### config.mk
export PLATFORM = sky130hd
export DESIGN_NAME = cc_cfg_regbank
export DESIGN_NICKNAME = d
export VERILOG_FILES = /design/src/rtl/cc_cfg_pkg.sv /design/src/rtl/cc_cfg_apb_fsm.sv /design/src/rtl/cc_cfg_regbank.sv
export SDC_FILE = /design/constraint.sdc
export NUM_CORES = 1
export LEC_CHECK = 0
export BUFFER_PORTS_ARGS = -buffer_cell sky130_fd_sc_hd__buf_2
export CAP_MARGIN = 10
export CORE_MARGIN = 5
export CORE_UTILIZATION = 35
export CTS_BUF_LIST = sky130_fd_sc_hd__clkbuf_16
export CTS_CLUSTER_DIAMETER = 150
export CTS_CLUSTER_SIZE = 28
export DETAILED_ROUTE_END_ITERATION = 12
export GPL_TIMING_DRIVEN = 0
export PLACE_DENSITY = 0.61
export SETUP_SLACK_MARGIN = 0.3
export SYNTH_ARGS = -nofsm -noshare
export SYNTH_HDL_FRONTEND = slang
export SYNTH_SLANG_ARGS = --single-unit
### constraint.sdc
create_clock -name clk -period 6.72 [get_ports clk]
set_input_delay 0.336 -clock clk [delete_from_list [all_inputs] [get_ports clk]]
set_output_delay 0.336 -clock clk [all_outputs]
set_load 0.05 [all_outputs]
### src/rtl/cc_cfg_pkg.sv
// cc_cfg_pkg: register map, bit positions and shared enums for the CC config register bank
package cc_cfg_pkg;

    localparam logic [31:0] OFF_VERSION = 32'h000;
    localparam logic [31:0] OFF_CTRL    = 32'h004;
    localparam logic [31:0] OFF_STATUS  = 32'h008;
    localparam logic [31:0] OFF_CFG     = 32'h010;

    localparam int CTRL_START  = 0;
    localparam int CTRL_IRQ_EN = 1;
    localparam int STATUS_DONE = 0;
    localparam int STATUS_BUSY = 1;

    typedef enum logic [1:0] {IDLE, SETUP, ACCESS} state_e;

    typedef enum logic [1:0] {DEC_RO, DEC_RW, DEC_W1C, DEC_ERR} dec_e;

endpackage

### src/rtl/cc_cfg_apb_fsm.sv
// cc_cfg_apb_fsm: APB handshake sequencing with programmable wait states
module cc_cfg_apb_fsm import cc_cfg_pkg::*; #(
    parameter int unsigned WAIT_CYCLES = 0
) (
    input  logic clk,
    input  logic rst_n,
    input  logic psel,
    input  logic penable,
    output logic capture,
    output logic commit,
    output logic pready
);

    state_e     state;
    logic [3:0] cnt;

    // The setup phase is recognised while not in ACCESS; the snapshot and counter
    // load happen on the edge that ends it, so a zero-wait transfer takes two cycles.
    assign capture = state != ACCESS && psel && !penable;
    assign pready  = state == ACCESS && cnt == 4'd0;
    assign commit  = pready && psel && penable;

    // Advance through the access phase; a dropped psel abandons the transfer.
    always_ff @(posedge clk or negedge rst_n) begin
        if (!rst_n) begin
            state <= IDLE;
            cnt   <= 4'd0;
        end else if (capture) begin
            state <= ACCESS;
            cnt   <= 4'(WAIT_CYCLES);
        end else if (state == ACCESS && (!psel || pready)) begin
            state <= IDLE;
        end else if (cnt != 4'd0) begin
            cnt <= cnt - 4'd1;
        end
    end

endmodule

### src/rtl/cc_cfg_regbank.sv
// cc_cfg_regbank: APB version/control/status/config register bank for the CC datapath
module cc_cfg_regbank import cc_cfg_pkg::*; #(
    parameter int          ADDR_W      = 12,
    parameter int          NUM_REGS    = 8,
    parameter int unsigned WAIT_CYCLES = 0,
    parameter logic [31:0] VERSION     = 32'h0001_2024
) (
    input  logic                    clk,
    input  logic                    rst_n,
    input  logic                    psel_i,
    input  logic                    penable_i,
    input  logic                    pwrite_i,
    input  logic [ADDR_W-1:0]       paddr_i,
    input  logic [31:0]             pwdata_i,
    input  logic [3:0]              pstrb_i,
    output logic                    pready_o,
    output logic [31:0]             prdata_o,
    output logic                    pslverr_o,
    output logic [32*NUM_REGS-1:0]  cfg_o,
    output logic                    start_o,
    input  logic                    done_i,
    input  logic                    busy_i,
    output logic                    irq_o
);

    logic                   capture, commit, wr, wr_ctrl, wr_w1c, wr_cfg, in_cfg;
    logic                   err_q, irq_en, done, start_q, irq_q;
    logic [31:0]            addr, rel, rd, prdata_q;
    logic [32*NUM_REGS-1:0] cfg_q;
    dec_e                   dec;

    cc_cfg_apb_fsm #(.WAIT_CYCLES(WAIT_CYCLES)) u_fsm (
        .clk     (clk),
        .rst_n   (rst_n),
        .psel    (psel_i),
        .penable (penable_i),
        .capture (capture),
        .commit  (commit),
        .pready  (pready_o)
    );

    // Address decode into access class and read-data selection.
    always_comb begin
        addr   = 32'(paddr_i);
        rel    = addr - OFF_CFG;
        in_cfg = addr >= OFF_CFG && rel[31:2] < 30'(NUM_REGS);
        dec    = addr[1:0] != 2'b00 ? DEC_ERR :
                 addr == OFF_VERSION ? (pwrite_i ? DEC_ERR : DEC_RO) :
                 addr == OFF_CTRL || in_cfg ? DEC_RW :
                 addr == OFF_STATUS ? DEC_W1C : DEC_ERR;
        rd     = addr == OFF_VERSION ? VERSION : 32'd0;
        if (addr == OFF_CTRL)
            rd[CTRL_IRQ_EN] = irq_en;
        if (addr == OFF_STATUS) begin
            rd[STATUS_DONE] = done;
            rd[STATUS_BUSY] = busy_i;
        end
        for (int k = 0; k < NUM_REGS; k++)
            if (in_cfg && rel[31:2] == 30'(k))
                rd = cfg_q[32*k +: 32];
    end

    // err_q belongs to the transfer in flight, so erroring writes never commit.
    assign wr      = commit && pwrite_i && !err_q;
    assign wr_ctrl = wr && dec == DEC_RW && addr == OFF_CTRL && pstrb_i[0];
    assign wr_cfg  = wr && dec == DEC_RW && in_cfg;
    assign wr_w1c  = wr && dec == DEC_W1C && pstrb_i[0];

    // Snapshot read data and error status at the end of the setup phase.
    always_ff @(posedge clk or negedge rst_n) begin
        if (!rst_n) begin
            prdata_q <= 32'd0;
            err_q    <= 1'b0;
        end else if (capture) begin
            prdata_q <= dec == DEC_ERR ? 32'd0 : rd;
            err_q    <= dec == DEC_ERR;
        end
    end

    // Register writes, start pulse, sticky DONE (set beats clear) and interrupt.
    always_ff @(posedge clk or negedge rst_n) begin
        if (!rst_n) begin
            cfg_q   <= '0;
            irq_en  <= 1'b0;
            done    <= 1'b0;
            start_q <= 1'b0;
            irq_q   <= 1'b0;
        end else begin
            for (int k = 0; k < NUM_REGS; k++)
                for (int b = 0; b < 4; b++)
                    if (wr_cfg && rel[31:2] == 30'(k) && pstrb_i[b])
                        cfg_q[32*k+8*b +: 8] <= pwdata_i[8*b +: 8];
            if (wr_ctrl)
                irq_en <= pwdata_i[CTRL_IRQ_EN];
            start_q <= wr_ctrl && pwdata_i[CTRL_START];
            done    <= done_i || (done && !(wr_w1c && pwdata_i[STATUS_DONE]));
            irq_q   <= done && irq_en;
        end
    end

    assign prdata_o  = prdata_q;
    assign pslverr_o = pready_o && err_q;
    assign cfg_o     = cfg_q;
    assign start_o   = start_q;
    assign irq_o     = irq_q;

endmodule

# Word level (Yosys, flattened, before mapping)
# Index checks and enable logic that the tools add are counted.
# word_totals
ff_bits	299
input_bits	55
output_inout_bits	292
elab_cells	164
# op_classes
add_sub_neg	2
n_lt_le_gt_ge	2
n_eq_ne	15
n_mux	22
reduce_logical	83
# op_table
operator	n
32-bit 2-to-1 mux	9
30-bit by 3-bit == test with 1-bit output (second input constant)	4
1-bit logical AND	68
30-bit by 2-bit == test with 1-bit output (second input constant)	2
30-bit by 1-bit == test with 1-bit output (second input constant)	1
30-bit zero test	1
30-bit by 4-bit < comparator with 1-bit output (second input constant)	1
17-bit 2-to-1 mux	1
2-bit 2-to-1 mux	7
12-bit by 5-bit subtractor with 13-bit output (second input constant)	1
12-bit by 3-bit == test with 1-bit output (second input constant)	1
12-bit by 4-bit == test with 1-bit output (second input constant)	1
12-bit by 5-bit greater-or-equal comparator with 1-bit output (second input constant)	1
12-bit zero test	1
4-bit 2-to-1 mux	3
2-bit == test (second input constant)	3
2-bit nonzero test	3
1-bit zero test	4
4-bit zero test	1
2-bit != test (second input constant)	2
4-bit nonzero test	1
4-bit by 1-bit subtractor with 4-bit output (second input constant)	1
1-bit logical OR	3
2-bit by 1-bit == test with 1-bit output (second input constant)	1
2 further kinds	3

# Depth between registers and ports, before layout
# depth
ltp_word	14
mapped_depth	11
mapped_depth_nobuf	8

# By module
# Synthesis repeated with hierarchy kept, for this count alone.
# unflattened
cells_unflattened	1073
area_unflattened_um2	14083.5
# by_module_without_submodules
mod	n_inst	cells_each	area_each_um2	seq_area_each_um2
cc_cfg_regbank	1	1042	13773.2	7332.0
cc_cfg_apb_fsm	1	31	310.3	125.1

# Worst setup path before layout
# OpenSTA, ideal clock, no wires.
# synth_timing
path_kind	input port to flip-flop
startpoint	input paddr_i[4]
endpoint	register cfg_q[104], in the netlist cfg_o[104]
setup_ns	0.125
arrival_ns	2.809
required_ns	6.595
slack_ns	3.786
cell_stages	10
n_path_buf	2
path_cell_list	inv_1 -> ha_1 -> or3b_1 -> buf_4 -> nor4b_4 -> o21ai_2 -> or2_1 -> buf_4 -> nor3_4 -> mux2_2
# synth_between
elab_chain_len	12
word_cells_on_any_way	18
classes_between	1 x add/sub; 2 x order compare; 4 x eq/ne; 4 x mux; 7 x reduce/logical
# synth_lines
element	line_no	text
from (decl)	cc_cfg_regbank.sv:13	input logic [ADDR_W-1:0] paddr_i,
12-bit by 5-bit subtractor with 13-bit output	cc_cfg_regbank.sv:45	rel = addr - OFF_CFG;
30-bit by 4-bit < comparator with 1-bit output	cc_cfg_regbank.sv:46	in_cfg = addr >= OFF_CFG && rel[31:2] < 30'(NUM_REGS);
1-bit logical AND	cc_cfg_regbank.sv:46	
1-bit logical OR	cc_cfg_regbank.sv:49	addr == OFF_CTRL || in_cfg ? DEC_RW :
2-bit 2-to-1 mux	cc_cfg_regbank.sv:49	
2-bit 2-to-1 mux	cc_cfg_regbank.sv:48	addr == OFF_VERSION ? (pwrite_i ? DEC_ERR : DEC_RO) :
2-bit 2-to-1 mux	cc_cfg_regbank.sv:47	dec = addr[1:0] != 2'b00 ? DEC_ERR :
2-bit by 1-bit == test with 1-bit output	cc_cfg_regbank.sv:66	assign wr_cfg = wr && dec == DEC_RW && in_cfg;
1-bit logical AND (2 in a row)	cc_cfg_regbank.sv:66	
1-bit logical AND (*) (2 in a row)	cc_cfg_regbank.sv:91	if (wr_cfg && rel[31:2] == 30'(k) && pstrb_i[b])
to (signal, indexed assignment)	cc_cfg_regbank.sv:92	cfg_q[32*k+8*b +: 8] <= pwdata_i[8*b +: 8];
to (decl)	cc_cfg_regbank.sv:29	logic [32*NUM_REGS-1:0] cfg_q;
# Mark *: on every way between the ends. The rest lies on a longest branch, timed or not.
# A chain may end at the register's enable or synchronous reset.

# Worst setup path in the final report
# layout_timing
startpoint	input paddr_i[5]
endpoint	register cfg_q[248], in the netlist cfg_o[248]
# The elaborated chain is that of the path after synthesis.

==> results.json <==
{
  "status": "finished clean",
  "die_h_um": 210,
  "synth_ff_type": "dfrtp_1",
  "io_buffers": 345,
  "die_w_um": 210,
  "synth_edf_count": 0,
  "boundaryPins": 347,
  "crit_type": "input pin to register",
  "finalCriticalPeriod_ps": 3650,
  "routed_wl_um": 54600,
  "cp_max_fo": 10,
  "yosys-top-cells-count": "dfrtp_1 (298), mux2_2 (250), o21ai_0 (83)",
  "clk_pin_slew_ps": 110,
  "syn_nets": 1230,
  "yosys_warnings": 0,
  "powerDensity_nw_per_um2": 183,
  "htreeDepth": 1,
  "hold_viol": 0,
  "clock_sinks": 298,
  "slew_viol_final": 0,
  "drtIter0Drc": 640,
  "wl_per_cell_um": 26.5,
  "first_pass_iters": 5,
  "setup_violations": 0,
  "synth-seq-cells": 298,
  "worstPathArrival_ps": 4040,
  "cts_root_buf": "clkbuf_16",
  "crit_required_ps": 7110,
  "worstMarginPinSlew_ps": 1260,
  "synthTopCellsByArea": "dfrtp_1 (53%), mux2_2 (20%), o21ai_0 (3.0%), mux2i_1 (2.4%), nor2_1 (2.1%)",
  "drive_gt1_share_pct": 42.0,
  "core-area_um2": 39700,
  "fill_cells": 3909,
  "placementRows": 73,
  "synthToLayoutAreaGrowth_pct": 20.4,
  "hpwl_um": 39700,
  "vias": 11400,
  "synth-seq-area-share_pct": 53.2,
  "worst_setup_path_start_kind": "input pin",
  "hold_ws_ps": 83.2,
  "async_flop_share_pct": 100,
  "cts_buffers": 14,
  "finalClockSkew_ps": 22.4,
  "synth_cells": 1169,
  "p_leak_uw": 0.00886,
  "yosysUniqueCellTypes": 60,
  "synth_top_area_share_pct": 53.2,
  "slew_headroom_pct": 15.6,
  "min_path_type": "input pin to register",
  "viasPerCell": 5.55,
  "overflow": 0,
  "insertion_delay_ps": 520,
  "crit_chain": "buf_2, inv_1, ha_1, or3b_1, buf_4, nor4b_4, o211ai_1, nor2_1, nand2_1, mux2_2",
  "gp_congestion": 0.875,
  "grt_start_max_net_pins": 116,
  "antenna_found_initial": 3,
  "fp.dieArea_um2": 44200,
  "grt_pass1_wl_um": 79000,
  "final_util_pct": 42.5,
  "drcViolationCount": 0,
  "fmax_mhz": 274,
  "drtAntennaViolNets": 0,
  "multi_input_area_um2": 6300,
  "slowest_stage": "nor4b_4",
  "finalCritPeriodShare_pct": 54.3,
  "syn_avg_cell_area_um2": 12.0,
  "register_area_um2": 7460,
  "syn-cell-area_um2": 14000,
  "cts_tree": "done",
  "nets": 1595,
  "end_kind": "register",
  "grt_use_total_pct": 23.7,
  "ir_worst_vdd_v": 0.000181,
  "cts_buffer_depth": 3,
  "grt_pass1_vias": 11700,
  "rsz0062_at_grt": "no",
  "synth.most_common_cell": "dfrtp_1",
  "start_util_pct": 35.3,
  "yosys.area.top_type": "dfrtp_1",
  "drv_cap": 0,
  "max_stage_delay_ps": 620
}
-- critical path: cells and delay by family --
| family | cells | cell delay [ps] |
|---|---|---|
| adder cells (fa/ha/maj) | 1 | 310 |
| multiplexers | 1 | 420 |
| AO/OA/AOI/OAI | 1 | 620 |
| AND/OR/NAND/NOR | 4 | 1930 |
| buffers and inverters | 3 | 410 |
-- kinds of logic (layout without fill, tap and decap cells) --
kind of cell / count (synthesis) / count (layout) / synth area share (%)
compound gates: 235 / 235 / 10.1
xor+xnor: 2 / 2 / 0.125
fa+ha+maj: 6 / 6 / 0.535
buf+inv: 69 / 434 / 1.94
flops: 298 / 298 / 53.2
mux: 294 / 294 / 23.5
other cells: 0 / 1 / 0
simple gates: 265 / 265 / 10.7
-- registers in the layout, indices dropped and copies added, names as in the netlist --
register,cells
cfg_o,256
prdata_o,32
u_fsm.cnt,4
done,1
err_q,1
irq_en,1
irq_o,1
start_o,1
u_fsm.state,1
-- report_power, final --
group	total (uW)	switching (uW)	internal, uW
logic	272	196	76.3
clock network	1010	597	409
registers	1820	9.52	1810
total	3090	802	2290
-- layout by cell type, fill, tap and decap left out, drive strengths merged, types with 14 or more instances in the layout --
cell    count
dfrtp     298
nand2b     32
a22oi      32
o21ai      85
nor2       81
nor2b      29
a21oi      59
mux2i      33
nand2      26
nand3      14
buf       356
o22ai      25
nor3       42
clkbuf     69
mux2      259
-- repair_timing --
action | CTS | global route
resized for setup | 0 | 0
hold buffers | 2 | 0
setup buffers | 0 | 0
endpoints found under the hold margin | 92 | 0
-- path summary, 6_finish.rpt --
check                          startpoint  slack (ps)             end  depth (start not counted)
min                                psel_i          80  u_fsm.state[1]                          3
max reg2reg                u_fsm.state[1]        3250    prdata_o[19]                          9
max                            paddr_i[5]        3070      cfg_o[248]                         10
min in group asynchronous           rst_n         440       cfg_o[30]                          2
max in group asynchronous           rst_n        5180    prdata_o[12]                          3
min reg2reg                  prdata_o[13]         520    prdata_o[13]                          2
-- routing by layer --
layer	part of all wire, %	track usage, %
met5	0.049	0
met4	2.4	5.92
met3	7.5	5.03
met2	48	39.3
met1	42	32.0
-- through the flow --
| stage | instance area [um^2] | total power, uW | worst slack, ps | std cells | setup TNS, ps |
|---|---|---|---|---|---|
| 6_report | 16900 | 3090 | 3070 | 2060 | 0 |
| 5_1_grt | 16900 | 3220 | 3000 | 2060 | 0 |
| 4_1_cts | 16900 | 3140 | 3090 | 2059 | 0 |
| 3_5_place_dp | 16500 | 2120 | 2550 | 2041 | 0 |
| 3_3_place_gp | 16400 | 2110 | -445 | 2039 | -120840 |
| 2_1_floorplan | 14000 | 1980 | 3790 | 1169 | 0 |
-- area by class of cell --
class,count,share of cell area (%)
buffer,63,1.48
timing repair buffer,349,10.7
antenna,1,0.0148
clock inverter,1,0.0667
tap,525,3.89
clock buffer,15,2.22
inverter,6,0.133
sequential,298,44.2
multi-input combinational,802,37.3
Note: power is estimated with default switching activity, not from simulation.
